**config.mk**
```make
export PLATFORM = sky130hd
export DESIGN_NAME = decode_stage_flat
export DESIGN_NICKNAME = d
export VERILOG_FILES = /design/src/rtl/lc3b_pkg.sv /design/src/rtl/decode_stage_if.sv /design/src/rtl/lc3b_regfile.sv /design/src/rtl/decode_stage.sv /design/src/flat_wrapper.sv
export SDC_FILE = /design/constraint.sdc
export NUM_CORES = 1
export LEC_CHECK = 0
export ABC_CLOCK_PERIOD_IN_PS = 13200
export BUFFER_PORTS_ARGS = -buffer_cell sky130_fd_sc_hd__buf_2
export CORE_UTILIZATION = 60
export CTS_BUF_LIST = sky130_fd_sc_hd__clkbuf_4
export DETAILED_ROUTE_END_ITERATION = 6
export HOLD_SLACK_MARGIN = 0.1
export PLACE_DENSITY = 0.82
export SLEW_MARGIN = 20
export SYNTH_ARGS = -nofsm -noshare
export SYNTH_HDL_FRONTEND = slang
export SYNTH_SLANG_ARGS = --single-unit
export TNS_END_PERCENT = 30
```
**constraint.sdc**
```tcl
create_clock -name clk -period 13.2 [get_ports clk]
set_input_delay 0.66 -clock clk [delete_from_list [all_inputs] [get_ports clk]]
set_output_delay 0.66 -clock clk [all_outputs]
set_load 0.03 [all_outputs]
```
**src/rtl/lc3b_pkg.sv**
```systemverilog
// Shared LC-3b decode constants: opcodes, AGEX control-word bit positions, register constants.
package lc3b_pkg;

    localparam int unsigned XLEN    = 16;
    localparam int unsigned REG_AW  = 3;
    localparam int unsigned NREGS   = 8;
    localparam int unsigned CC_W    = 3;
    localparam int unsigned OP_W    = 4;
    localparam int unsigned CS_BITS = 8;

    localparam logic [OP_W-1:0] OP_BR   = 4'h0;
    localparam logic [OP_W-1:0] OP_ADD  = 4'h1;
    localparam logic [OP_W-1:0] OP_LDB  = 4'h2;
    localparam logic [OP_W-1:0] OP_STB  = 4'h3;
    localparam logic [OP_W-1:0] OP_JSR  = 4'h4;
    localparam logic [OP_W-1:0] OP_AND  = 4'h5;
    localparam logic [OP_W-1:0] OP_LDW  = 4'h6;
    localparam logic [OP_W-1:0] OP_STW  = 4'h7;
    localparam logic [OP_W-1:0] OP_RTI  = 4'h8;
    localparam logic [OP_W-1:0] OP_XOR  = 4'h9;
    localparam logic [OP_W-1:0] OP_JMP  = 4'hC;
    localparam logic [OP_W-1:0] OP_SHF  = 4'hD;
    localparam logic [OP_W-1:0] OP_LEA  = 4'hE;
    localparam logic [OP_W-1:0] OP_TRAP = 4'hF;

    // Bit positions inside the AGEX control word
    localparam int unsigned CS_LD_REG = 0;
    localparam int unsigned CS_LD_CC  = 1;
    localparam int unsigned CS_BR_OP  = 2;
    localparam int unsigned CS_MEM_EN = 3;
    localparam int unsigned CS_MEM_WE = 4;
    localparam int unsigned CS_WORD   = 5;
    localparam int unsigned CS_SR2MUX = 6;
    localparam int unsigned CS_JSR    = 7;

    localparam logic [REG_AW-1:0] R7 = 3'd7;

endpackage

```
**src/rtl/decode_stage_if.sv**
```systemverilog
// Fetch / DE / AGEX / MEM / SR signal bundle around the decode stage.
//  slave  : decode_stage side (consumes fetch and downstream status, drives stalls and AGEX latches)
//  master : environment side (fetch, later stages, testbench)
interface decode_stage_if
    import lc3b_pkg::*;
#(
    parameter int unsigned CS_W = CS_BITS
);
    logic              ld_de;
    logic [XLEN-1:0]   de_npc_in;
    logic [XLEN-1:0]   de_ir_in;
    logic              de_v_in;
    logic              ld_agex;
    logic              v_agex_ld_reg;
    logic [REG_AW-1:0] agex_drid_in;
    logic              v_agex_ld_cc;
    logic              v_mem_ld_reg;
    logic [REG_AW-1:0] mem_drid_in;
    logic              v_mem_ld_cc;
    logic              v_sr_ld_reg;
    logic [REG_AW-1:0] sr_drid;
    logic [XLEN-1:0]   sr_data;
    logic              v_sr_ld_cc;
    logic [CC_W-1:0]   sr_nzp;

    logic              dep_stall;
    logic              v_de_br_stall;
    logic [XLEN-1:0]   agex_npc;
    logic [XLEN-1:0]   agex_ir;
    logic [XLEN-1:0]   agex_sr1;
    logic [XLEN-1:0]   agex_sr2;
    logic [CC_W-1:0]   agex_cc;
    logic [REG_AW-1:0] agex_drid;
    logic [CS_W-1:0]   agex_cs;
    logic              agex_v;

    modport slave (
        input  ld_de, de_npc_in, de_ir_in, de_v_in, ld_agex,
               v_agex_ld_reg, agex_drid_in, v_agex_ld_cc,
               v_mem_ld_reg, mem_drid_in, v_mem_ld_cc,
               v_sr_ld_reg, sr_drid, sr_data, v_sr_ld_cc, sr_nzp,
        output dep_stall, v_de_br_stall,
               agex_npc, agex_ir, agex_sr1, agex_sr2, agex_cc, agex_drid, agex_cs, agex_v
    );

    modport master (
        output ld_de, de_npc_in, de_ir_in, de_v_in, ld_agex,
               v_agex_ld_reg, agex_drid_in, v_agex_ld_cc,
               v_mem_ld_reg, mem_drid_in, v_mem_ld_cc,
               v_sr_ld_reg, sr_drid, sr_data, v_sr_ld_cc, sr_nzp,
        input  dep_stall, v_de_br_stall,
               agex_npc, agex_ir, agex_sr1, agex_sr2, agex_cc, agex_drid, agex_cs, agex_v
    );

endinterface

```
**src/rtl/lc3b_regfile.sv**
```systemverilog
// 8x16 register file: two combinational read ports, one clocked write port, async reset to zero.
// A read that hits the address being written this cycle returns the write data.
//  clk, rst       : clock, async active-high reset
//  ra1/rd1_c      : read port 1 address / data
//  ra2/rd2_c      : read port 2 address / data
//  we, wa, wd     : write enable, address, data
module lc3b_regfile
    import lc3b_pkg::*;
(
    input  logic              clk,
    input  logic              rst,
    input  logic [REG_AW-1:0] ra1,
    output logic [XLEN-1:0]   rd1_c,
    input  logic [REG_AW-1:0] ra2,
    output logic [XLEN-1:0]   rd2_c,
    input  logic              we,
    input  logic [REG_AW-1:0] wa,
    input  logic [XLEN-1:0]   wd
);

    logic [XLEN-1:0] regs [NREGS];

    // Storage
    always_ff @(posedge clk or posedge rst) begin
        if (rst) begin
            for (int i = 0; i < int'(NREGS); i++) begin
                regs[i] <= '0;
            end
        end else if (we) begin
            regs[wa] <= wd;
        end
    end

    // Read with write-through bypass
    always_comb begin
        rd1_c = regs[ra1];
        rd2_c = regs[ra2];
        if (we && (wa == ra1)) rd1_c = wd;
        if (we && (wa == ra2)) rd2_c = wd;
    end

endmodule

```
**src/rtl/decode_stage.sv**
```systemverilog
// LC-3b DE pipeline stage: DE latches, register file, NZP codes, decode, RAW hazard detection,
// and the AGEX pipeline latches.
//  clk, reset : clock, async active-high reset
//  bus        : fetch inputs (ld_de, de_*_in), downstream destination status (agex/mem/sr),
//               SR write-back, stall outputs to fetch, AGEX latch outputs
module decode_stage
    import lc3b_pkg::*;
#(
    parameter logic [CC_W-1:0] RESET_CC = 3'b010,
    parameter int unsigned     CS_W     = CS_BITS
)
(
    input  logic          clk,
    input  logic          reset,
    decode_stage_if.slave bus
);

    logic [XLEN-1:0]   de_npc_q, de_ir_q;
    logic              de_v_q;
    logic [CC_W-1:0]   cc_q;

    logic [XLEN-1:0]   agex_npc_q, agex_ir_q, agex_sr1_q, agex_sr2_q;
    logic [CC_W-1:0]   agex_cc_q;
    logic [REG_AW-1:0] agex_drid_q;
    logic [CS_W-1:0]   agex_cs_q;
    logic              agex_v_q;

    logic [OP_W-1:0]   opcode;
    logic [CS_W-1:0]   cs_c;
    logic [REG_AW-1:0] drid_c, sr1_id_c, sr2_id_c;
    logic              use_sr1_c, use_sr2_c, use_cc_c;
    logic [XLEN-1:0]   sr1_val_c, sr2_val_c;
    logic [CC_W-1:0]   cc_rd_c;
    logic              dep_stall_c;

    assign opcode = de_ir_q[15:12];

    // DE latches and condition codes
    always_ff @(posedge clk or posedge reset) begin
        if (reset) begin
            de_npc_q <= '0;
            de_ir_q  <= '0;
            de_v_q   <= 1'b0;
            cc_q     <= RESET_CC;
        end else begin
            if (bus.ld_de) begin
                de_npc_q <= bus.de_npc_in;
                de_ir_q  <= bus.de_ir_in;
                de_v_q   <= bus.de_v_in;
            end
            if (bus.v_sr_ld_cc) cc_q <= bus.sr_nzp;
        end
    end

    // Instruction decode: control word, register ids and which sources are actually consumed
    always_comb begin
        cs_c      = '0;
        use_sr1_c = 1'b0;
        use_sr2_c = 1'b0;
        use_cc_c  = 1'b0;
        unique case (opcode)
            OP_ADD, OP_AND, OP_XOR: begin
                cs_c[CS_LD_REG] = 1'b1;
                cs_c[CS_LD_CC]  = 1'b1;
                cs_c[CS_SR2MUX] = de_ir_q[5];
                use_sr1_c       = 1'b1;
                use_sr2_c       = ~de_ir_q[5];
            end
            OP_SHF: begin
                cs_c[CS_LD_REG] = 1'b1;
                cs_c[CS_LD_CC]  = 1'b1;
                use_sr1_c       = 1'b1;
            end
            OP_LDB, OP_LDW: begin
                cs_c[CS_LD_REG] = 1'b1;
                cs_c[CS_LD_CC]  = 1'b1;
                cs_c[CS_MEM_EN] = 1'b1;
                cs_c[CS_WORD]   = (opcode == OP_LDW);
                use_sr1_c       = 1'b1;
            end
            OP_LEA: begin
                cs_c[CS_LD_REG] = 1'b1;
                cs_c[CS_LD_CC]  = 1'b1;
            end
            OP_STB, OP_STW: begin
                cs_c[CS_MEM_EN] = 1'b1;
                cs_c[CS_MEM_WE] = 1'b1;
                cs_c[CS_WORD]   = (opcode == OP_STW);
                use_sr1_c       = 1'b1;
                use_sr2_c       = 1'b1;
            end
            OP_JSR: begin
                cs_c[CS_LD_REG] = 1'b1;
                cs_c[CS_BR_OP]  = 1'b1;
                cs_c[CS_JSR]    = 1'b1;
                use_sr1_c       = ~de_ir_q[11];   // JSRR takes its target from a base register
            end
            OP_TRAP: begin
                cs_c[CS_LD_REG] = 1'b1;
                cs_c[CS_BR_OP]  = 1'b1;
                cs_c[CS_JSR]    = 1'b1;
                cs_c[CS_MEM_EN] = 1'b1;
                cs_c[CS_WORD]   = 1'b1;
            end
            OP_JMP: begin
                cs_c[CS_BR_OP]  = 1'b1;
                use_sr1_c       = 1'b1;
            end
            OP_BR: begin
                cs_c[CS_BR_OP]  = 1'b1;
                use_cc_c        = |de_ir_q[11:9];  // BR never/always-false ignores NZP
            end
            default: begin
                // RTI and reserved opcodes decode as a NOP
            end
        endcase
    end

    // Register ids
    always_comb begin
        drid_c   = cs_c[CS_JSR] ? R7 : de_ir_q[11:9];
        sr1_id_c = de_ir_q[8:6];
        sr2_id_c = ((opcode == OP_STB) || (opcode == OP_STW)) ? de_ir_q[11:9] : de_ir_q[2:0];
    end

    lc3b_regfile u_regfile (
        .clk   (clk),
        .rst   (reset),
        .ra1   (sr1_id_c),
        .rd1_c (sr1_val_c),
        .ra2   (sr2_id_c),
        .rd2_c (sr2_val_c),
        .we    (bus.v_sr_ld_reg),
        .wa    (bus.sr_drid),
        .wd    (bus.sr_data)
    );

    // NZP read with same-cycle SR bypass
    always_comb begin
        cc_rd_c = bus.v_sr_ld_cc ? bus.sr_nzp : cc_q;
    end

    // RAW hazards against AGEX and MEM only; SR results arrive through the bypass
    always_comb begin
        logic hit1, hit2, cc_hit;
        hit1   = (bus.v_agex_ld_reg && (bus.agex_drid_in == sr1_id_c)) ||
                 (bus.v_mem_ld_reg  && (bus.mem_drid_in  == sr1_id_c));
        hit2   = (bus.v_agex_ld_reg && (bus.agex_drid_in == sr2_id_c)) ||
                 (bus.v_mem_ld_reg  && (bus.mem_drid_in  == sr2_id_c));
        cc_hit = bus.v_agex_ld_cc || bus.v_mem_ld_cc;
        dep_stall_c = de_v_q && ((use_sr1_c && hit1) || (use_sr2_c && hit2) || (use_cc_c && cc_hit));
    end

    // AGEX latches; a stalled DE instruction turns into a bubble
    always_ff @(posedge clk or posedge reset) begin
        if (reset) begin
            agex_npc_q  <= '0;
            agex_ir_q   <= '0;
            agex_sr1_q  <= '0;
            agex_sr2_q  <= '0;
            agex_cc_q   <= '0;
            agex_drid_q <= '0;
            agex_cs_q   <= '0;
            agex_v_q    <= 1'b0;
        end else if (bus.ld_agex) begin
            agex_npc_q  <= de_npc_q;
            agex_ir_q   <= de_ir_q;
            agex_sr1_q  <= sr1_val_c;
            agex_sr2_q  <= sr2_val_c;
            agex_cc_q   <= cc_rd_c;
            agex_drid_q <= drid_c;
            agex_cs_q   <= cs_c;
            agex_v_q    <= de_v_q && !dep_stall_c;
        end
    end

    assign bus.dep_stall     = dep_stall_c;
    assign bus.v_de_br_stall = de_v_q && cs_c[CS_BR_OP];
    assign bus.agex_npc      = agex_npc_q;
    assign bus.agex_ir       = agex_ir_q;
    assign bus.agex_sr1      = agex_sr1_q;
    assign bus.agex_sr2      = agex_sr2_q;
    assign bus.agex_cc       = agex_cc_q;
    assign bus.agex_drid     = agex_drid_q;
    assign bus.agex_cs       = agex_cs_q;
    assign bus.agex_v        = agex_v_q;

endmodule

```
**src/flat_wrapper.sv**
```systemverilog
// flat-port wrapper written by rule: the top's interface ports become plain ports
module decode_stage_flat import lc3b_pkg::*;
#(
    parameter logic [CC_W-1:0] RESET_CC = 3'b010,
    parameter int unsigned     CS_W     = CS_BITS
)
  (clk, reset, bus_ld_de, bus_de_npc_in, bus_de_ir_in, bus_de_v_in, bus_ld_agex, bus_v_agex_ld_reg, bus_agex_drid_in, bus_v_agex_ld_cc, bus_v_mem_ld_reg, bus_mem_drid_in, bus_v_mem_ld_cc, bus_v_sr_ld_reg, bus_sr_drid, bus_sr_data, bus_v_sr_ld_cc, bus_sr_nzp, bus_dep_stall, bus_v_de_br_stall, bus_agex_npc, bus_agex_ir, bus_agex_sr1, bus_agex_sr2, bus_agex_cc, bus_agex_drid, bus_agex_cs, bus_agex_v);
  decode_stage_if #(.CS_W(CS_W)) bus_i ();
  input  logic clk;
  input  logic reset;
  input wire logic [$bits(bus_i.ld_de)-1:0] bus_ld_de;
  input wire logic [$bits(bus_i.de_npc_in)-1:0] bus_de_npc_in;
  input wire logic [$bits(bus_i.de_ir_in)-1:0] bus_de_ir_in;
  input wire logic [$bits(bus_i.de_v_in)-1:0] bus_de_v_in;
  input wire logic [$bits(bus_i.ld_agex)-1:0] bus_ld_agex;
  input wire logic [$bits(bus_i.v_agex_ld_reg)-1:0] bus_v_agex_ld_reg;
  input wire logic [$bits(bus_i.agex_drid_in)-1:0] bus_agex_drid_in;
  input wire logic [$bits(bus_i.v_agex_ld_cc)-1:0] bus_v_agex_ld_cc;
  input wire logic [$bits(bus_i.v_mem_ld_reg)-1:0] bus_v_mem_ld_reg;
  input wire logic [$bits(bus_i.mem_drid_in)-1:0] bus_mem_drid_in;
  input wire logic [$bits(bus_i.v_mem_ld_cc)-1:0] bus_v_mem_ld_cc;
  input wire logic [$bits(bus_i.v_sr_ld_reg)-1:0] bus_v_sr_ld_reg;
  input wire logic [$bits(bus_i.sr_drid)-1:0] bus_sr_drid;
  input wire logic [$bits(bus_i.sr_data)-1:0] bus_sr_data;
  input wire logic [$bits(bus_i.v_sr_ld_cc)-1:0] bus_v_sr_ld_cc;
  input wire logic [$bits(bus_i.sr_nzp)-1:0] bus_sr_nzp;
  output wire logic [$bits(bus_i.dep_stall)-1:0] bus_dep_stall;
  output wire logic [$bits(bus_i.v_de_br_stall)-1:0] bus_v_de_br_stall;
  output wire logic [$bits(bus_i.agex_npc)-1:0] bus_agex_npc;
  output wire logic [$bits(bus_i.agex_ir)-1:0] bus_agex_ir;
  output wire logic [$bits(bus_i.agex_sr1)-1:0] bus_agex_sr1;
  output wire logic [$bits(bus_i.agex_sr2)-1:0] bus_agex_sr2;
  output wire logic [$bits(bus_i.agex_cc)-1:0] bus_agex_cc;
  output wire logic [$bits(bus_i.agex_drid)-1:0] bus_agex_drid;
  output wire logic [$bits(bus_i.agex_cs)-1:0] bus_agex_cs;
  output wire logic [$bits(bus_i.agex_v)-1:0] bus_agex_v;
  assign bus_i.ld_de = bus_ld_de;
  assign bus_i.de_npc_in = bus_de_npc_in;
  assign bus_i.de_ir_in = bus_de_ir_in;
  assign bus_i.de_v_in = bus_de_v_in;
  assign bus_i.ld_agex = bus_ld_agex;
  assign bus_i.v_agex_ld_reg = bus_v_agex_ld_reg;
  assign bus_i.agex_drid_in = bus_agex_drid_in;
  assign bus_i.v_agex_ld_cc = bus_v_agex_ld_cc;
  assign bus_i.v_mem_ld_reg = bus_v_mem_ld_reg;
  assign bus_i.mem_drid_in = bus_mem_drid_in;
  assign bus_i.v_mem_ld_cc = bus_v_mem_ld_cc;
  assign bus_i.v_sr_ld_reg = bus_v_sr_ld_reg;
  assign bus_i.sr_drid = bus_sr_drid;
  assign bus_i.sr_data = bus_sr_data;
  assign bus_i.v_sr_ld_cc = bus_v_sr_ld_cc;
  assign bus_i.sr_nzp = bus_sr_nzp;
  assign bus_dep_stall = bus_i.dep_stall;
  assign bus_v_de_br_stall = bus_i.v_de_br_stall;
  assign bus_agex_npc = bus_i.agex_npc;
  assign bus_agex_ir = bus_i.agex_ir;
  assign bus_agex_sr1 = bus_i.agex_sr1;
  assign bus_agex_sr2 = bus_i.agex_sr2;
  assign bus_agex_cc = bus_i.agex_cc;
  assign bus_agex_drid = bus_i.agex_drid;
  assign bus_agex_cs = bus_i.agex_cs;
  assign bus_agex_v = bus_i.agex_v;
  decode_stage #(.RESET_CC(RESET_CC), .CS_W(CS_W)) u_core (.clk(clk), .reset(reset), .bus(bus_i));
endmodule
```
== Word-level counts from Yosys, hierarchy flattened ==
Index checks and enable logic that the tools add are counted.
Storage, ports and cells
  bits in registers: 243
  input port bits: 71
  output and inout port bits: 81
  word-level logic and storage cells: 103
Cells by class
  magnitude comparators: 4
  equal/unequal tests: 18
  muxes and demuxes: 25
  bitwise gates (word level): 5
  reductions and logical operators: 31
Operators with widths (number)
  128-bit bitwise mux: 1
  16-bit 2-to-1 mux: 7
  16-bit binary-select mux with 3-bit select: 2
  16-bit demux with 3-bit select: 1
  4-bit == test (second input constant): 5
  3-bit == test: 6
  9-bit OR reduction: 2
  4-bit by 3-bit == test with 1-bit output (second input constant): 4
  1-bit logical AND: 13
  4-bit greater-or-equal comparator (second input constant): 3
  3-bit inverter with 4-bit output: 3
  3-bit 2-to-1 mux: 3
  4-bit by 2-bit == test with 1-bit output (second input constant): 2
  1-bit 2-to-1 mux: 8
  7-bit OR reduction: 1
  1-bit logical OR: 6
  2-bit OR reduction: 3
  3-bit OR reduction: 2
  5-bit OR reduction: 1
  4-bit by 1-bit == test with 1-bit output (second input constant): 1
  4-bit zero test: 1
  4-bit by 1-bit < comparator with 1-bit output (second input constant): 1
  1-bit case mux with 2 select lines: 2
  4-bit OR reduction: 1
  3 further kinds: 4

== Logic depth before layout (Yosys ltp) ==
  word-level depth: 12
  depth in mapped cells: 8
  depth with buffers taken out: 5

== Modules after synthesis ==
A second synthesis with hierarchy kept.
Unflattened totals
  cells, all modules: 790
  area total of the unflattened synthesis: 12151.7 um2
Modules (own cells, without submodules)
  lc3b_regfile: times used 1, cells each 453, area an instance 7468.4 um2, seq. area each 3203.1 um2
  decode_stage: times used 1, cells each 337, area an instance 4683.2 um2, seq. area each 2879.0 um2

== Least setup slack after synthesis ==
No wires, ideal clock.
  path type: reg-to-output
  start point: reg u_core.de_ir_q[13]
  end point: out bus_dep_stall
  data arrival time: 1.986 ns
  data required time: 12.540 ns
  slack: 10.554 ns
  cell stages (with the launch flop): 7
  buffers on the path: 2
  path through: dfrtp_1 > and3b_1 > buf_6 > mux2i_1 > buf_2 > a2111o_1 > a21boi_1
Between the ends
  longest elaborated chain between the ends: 10
  elaborated cells on any way between the ends: 30
  classes of those cells: 12 x eq/ne; 4 x mux; 14 x reduce/logical
RTL lines
  start, declared: RTL line decode_stage.sv:18  | logic [XLEN-1:0] de_npc_q, de_ir_q;
  start signal, assigned: RTL line decode_stage.sv:48  | de_ir_q <= bus.de_ir_in;
  4-bit by 2-bit == test with 1-bit output or 4-bit by 3-bit == test with 1-bit output (tied branches): RTL line decode_stage.sv:61, decode_stage.sv:123
  1-bit logical OR: RTL line decode_stage.sv:123  | sr2_id_c = ((opcode == OP_STB) || (opcode == OP_STW)) ? de_ir_q[11:9] : de_ir_q[2:0];
  3-bit 2-to-1 mux: RTL line decode_stage.sv:123
  3-bit == test, on equally long branches: RTL line decode_stage.sv:148, decode_stage.sv:149
  1-bit logical AND, on equally long branches: RTL line decode_stage.sv:148, decode_stage.sv:149
  1-bit logical OR: RTL line decode_stage.sv:148  | hit2 = (bus.v_agex_ld_reg && (bus.agex_drid_in == sr2_id_c)) ||
  1-bit logical AND: RTL line decode_stage.sv:151  | dep_stall_c = de_v_q && ((use_sr1_c && hit1) || (use_sr2_c && hit2) || (use_cc_c && cc_hit));
  1-bit logical OR: RTL line decode_stage.sv:151
  1-bit logical OR *: RTL line decode_stage.sv:151
  1-bit logical AND *: RTL line decode_stage.sv:151
  end, declared: RTL line flat_wrapper.sv:27  | output wire logic [$bits(bus_i.dep_stall)-1:0] bus_dep_stall;
Mark *: on every way between the ends. The rest lies on a longest branch, timed or not.

== Worst setup path in the final report ==
Same ends and word-level chain as after synthesis.

==> impl_results.md <==
* Number of buffers inserted during clock tree synthesis at 66
* Total of flip-flops plus latches after synthesis at around 240
* Final hold violation count at 0
* Height of the die at about 150 microns
* Fraction of final layout cells sized beyond drive strength 1 at a little over a third
* FFs w/ async S/R, synth at 100%
* Maximum level of the CTS H-tree at 3
* Cell Area, Synth at approximately 13000 sq um
* Clock transition at the register clock pins on the worst setup and hold paths after CTS at ~0.06 ns
* Setup TNS at 0 ns
* Highest-count cells in the layout ignoring fill and taps: sky130_fd_sc_hd__dfrtp_1, sky130_fd_sc_hd__mux2_2, sky130_fd_sc_hd__buf_2
* Unrepaired setup endpoints after global routing: false
* Hold buffer count at CTS at 0
* Number of standard cells after synthesis at roughly 1200
* Final routed wire length divided by cell count at around 21 microns
* Number of max-slew violations in the final report at 0
* Placed cell area at 14100 sq um
* Final weighted congestion of routability-driven global placement at about 0.85
* # Post-CTS Setup Buffers at 0
* Final worst-path cycle share at ~34%
* Core Footprint at roughly 21000 sq um
* Post-cts repair resize count at 0
* Via/cell ratio at 6.41
* Req. time, crit path at 12.54 ns
* Worst voltage drop across the vdd grid at between 100 and 150 uV
* Failing checks: design-rule violations
* Critical Path Source Type: flop
* Hold Crit Class: in -> async
* Post-Layout Inst Area at between 10000 and 15000 sq um
* Buffer cell driving the clock tree root: sky130_fd_sc_hd__clkbuf_4
* Area growth from synthesis to layout at 12.5%
* Final setup violation count at 0
* Post-detailed-route count of antenna-violating nets at 0
* Total Wirelength at around 35000 microns
* Leakage power summed over all cells at 6.43 nW
* Share of synthesized area occupied by flip-flops and latches at a little under half
* Width of the chip at 150 microns
* PortBufs at around 150
* Clock tree from TritonCTS: yes
* Global-route wire length before repair at 56100 microns
* Total I/O pin count at 152
* Total via count after detailed routing at about 11000
* Outcome: complete, but fails checks
* Clock Path Buffers at 3
* Reg2reg setup slack at ~9.5 ns
* Area fraction of the dominant cell type after synthesis at a little under half
* DR pass1 iterations at 7
* Max capacitance violation total at 0
* DRC violation count after routing at 1
* Signal arrival time at the worst endpoint at 3.79 ns
* Post-synth EDFFs at 0
* Start of the worst register-to-register path: u_core.de_ir_q[13]$_DFFE_PP0P_
* Commonest non-fill, non-tap cell in the layout: sky130_fd_sc_hd__dfrtp_1
* Overall fraction of global-route tracks in use at between 30 and 40%
* Highest-delay cell along the critical path: sky130_fd_sc_hd__mux2i_4
* Worst-case headroom to the max-slew limit at a little under a quarter
* Area contributors post-synth: sky130_fd_sc_hd__dfrtp_1, sky130_fd_sc_hd__mux2_2, sky130_fd_sc_hd__mux4_2
* Warnings from Yosys at 0
* Critical path capture point type: output port
* Crit Path Category: reg -> out
* First DRT Iteration DRCs at approximately 930
* Beginning of the critical path: u_core.de_ir_q[13]$_DFFE_PP0P_
* Clock tree sinks at between 200 and 250
* Post-synthesis cell type with the largest combined area: sky130_fd_sc_hd__dfrtp_1
* Clock latency on the worst-skew pair at approximately 0.69 ns
* Post-route clock skew at ~0.032 ns
* Number of global-route vias before repair at ~11000
* Global-route congestion overflow total at 0
* Antenna violations before repair at 2
* Achievable frequency at 0.225 GHz
* Number of distinct library cells after synthesis at 56
* Final Critical Period at 4.45 ns
* Main flop type after synthesis: sky130_fd_sc_hd__dfrtp_1
* Longest individual stage delay on the worst path at ~0.8 ns
* Synthesized area per cell at roughly 11 sq um
* Total half-perimeter wirelength after legalization and detailed placement at approximately 21000 microns
* Starting density of the core at 62.1%
* Pin count of the biggest net entering global routing at 103
* Cells along the critical path: and3b_2 > buf_4 > mux2i_4 > xnor2_1 > a2111o_1 > a21boi_1 > buf_2
* Net count after synthesis at 1274
* Count of standard-cell rows at 53
* Maximum fanout count along the critical path at between 50 and 60
* Kind of cell adding the most delay to the critical path: multiplexers
* Worst path buffer plus inverter count at 2
* NumNets Final at 1405
* Area enclosed by the die boundary at between 20000 and 25000 sq um
* Total power divided by cell area at between 150 and 200 nW/um^2
* Least-Margin Pin Slew at ~1.1 ns
[layer usage]
| layer | vias up | GRT usage (%) | part of all wire, % |
|---|---|---|---|
| li1 | 4598 | - | - |
| met1 | 5219 | 42.1 | 39 |
| met2 | 590 | 51.8 | 49 |
| met3 | 118 | 6.03 | 8.6 |
| met4 | 2 | 16.6 | 3.5 |
| met5 | - | 0 | 0.043 |
[where the power goes]
part | switching (mW) | internal [mW] | total [mW]
sequential | 0.134 | 0.891 | 1.02
combinational | 0.366 | 0.291 | 0.657
clock | 0.309 | 0.359 | 0.668
[logic make-up (layout without fill, tap and decap cells)]
family / count (synthesis) / in the layout / synth area share (%)
compound gates: 258 / 258 / 12.6
xor+xnor: 19 / 19 / 1.32
buf+inv: 145 / 309 / 4.46
flops: 243 / 243 / 46.0
mux: 262 / 262 / 24.8
other cells: 0 / 1 / 0
simple gates: 276 / 276 / 10.8
[final timing paths]
kind	cells after the start	to
worst min register to register	1	u_core.bus.agex_npc[3]$_DFFE_PP0P_
worst min-delay path	2	u_core.de_npc_q[12]$_DFFE_PP0P_
worst max register to register	7	u_core.bus.agex_sr2[8]$_DFFE_PP0P_
max in group asynchronous	4	u_core.u_regfile.regs[63]$_DFFE_PP0P_
min in group clk	3	u_core.de_ir_q[15]$_DFFE_PP0P_
worst max-delay path	7	bus_dep_stall
[flip-flops by register name, indices dropped and copies added, names as in the netlist]
signal                 count
u_core.bus.agex_cc         3
u_core.bus.agex_cs         8
u_core.bus.agex_drid       3
u_core.bus.agex_ir        16
u_core.bus.agex_npc       16
u_core.bus.agex_sr1       16
u_core.bus.agex_sr2       16
u_core.bus.agex_v          1
u_core.cc_q                3
u_core.de_ir_q            16
u_core.de_npc_q           16
u_core.de_v_q              1
u_core.u_regfile.regs    128
[stage by stage]
stage | util, % | hold slack, ns | instances | total power, mW | setup WS [ns]
5_1_grt | 69.9 | 0.160 | 1643 | 2.47 | 8.53
4_1_cts | 69.9 | 0.120 | 1642 | 2.35 | 8.73
3_5_place_dp | 66.1 | 0.484 | 1541 | 1.69 | 9.48
2_1_floorplan | - | 0.468 | 1203 | 1.49 | 5.87
6_report | 69.9 | 0.100 | 1643 | 2.35 | 8.75
3_3_place_gp | 66.1 | 0.478 | 1541 | 1.65 | 9.59
[layout make-up]
class	instances	area [sq um]
antenna	1	2.50
clock buffer	86	646
clock inverter	15	146
fill	1571	6410
inverter	32	128
multi-input combinational	815	6580
sequential	243	6080
tap	275	344
timing repair buffer	176	946
[synth_stat cells (3+ instances only)]
cell                       count
sky130_fd_sc_hd__dfrtp_1     242
sky130_fd_sc_hd__nand2_1     119
sky130_fd_sc_hd__nand2b_1    112
sky130_fd_sc_hd__nor2_1       10
sky130_fd_sc_hd__o2111a_1     14
sky130_fd_sc_hd__o21ai_0      19
sky130_fd_sc_hd__buf_1        13
sky130_fd_sc_hd__mux4_2       32
sky130_fd_sc_hd__xor2_1        5
sky130_fd_sc_hd__nand4b_1      3
sky130_fd_sc_hd__o32ai_1      16
sky130_fd_sc_hd__nor3_1        5
sky130_fd_sc_hd__nor2b_1       7
sky130_fd_sc_hd__mux2_2      163
sky130_fd_sc_hd__nand3_1       3
sky130_fd_sc_hd__mux2_1       31
sky130_fd_sc_hd__mux2i_1      34
sky130_fd_sc_hd__nand4_1       5
sky130_fd_sc_hd__xnor2_1      13
sky130_fd_sc_hd__o211ai_1     62
sky130_fd_sc_hd__o21ai_1      17
sky130_fd_sc_hd__buf_2        24
sky130_fd_sc_hd__a21oi_1     110
sky130_fd_sc_hd__clkbuf_1     74
sky130_fd_sc_hd__inv_1        32
No activity file was read; power rests on OpenSTA's default activity.
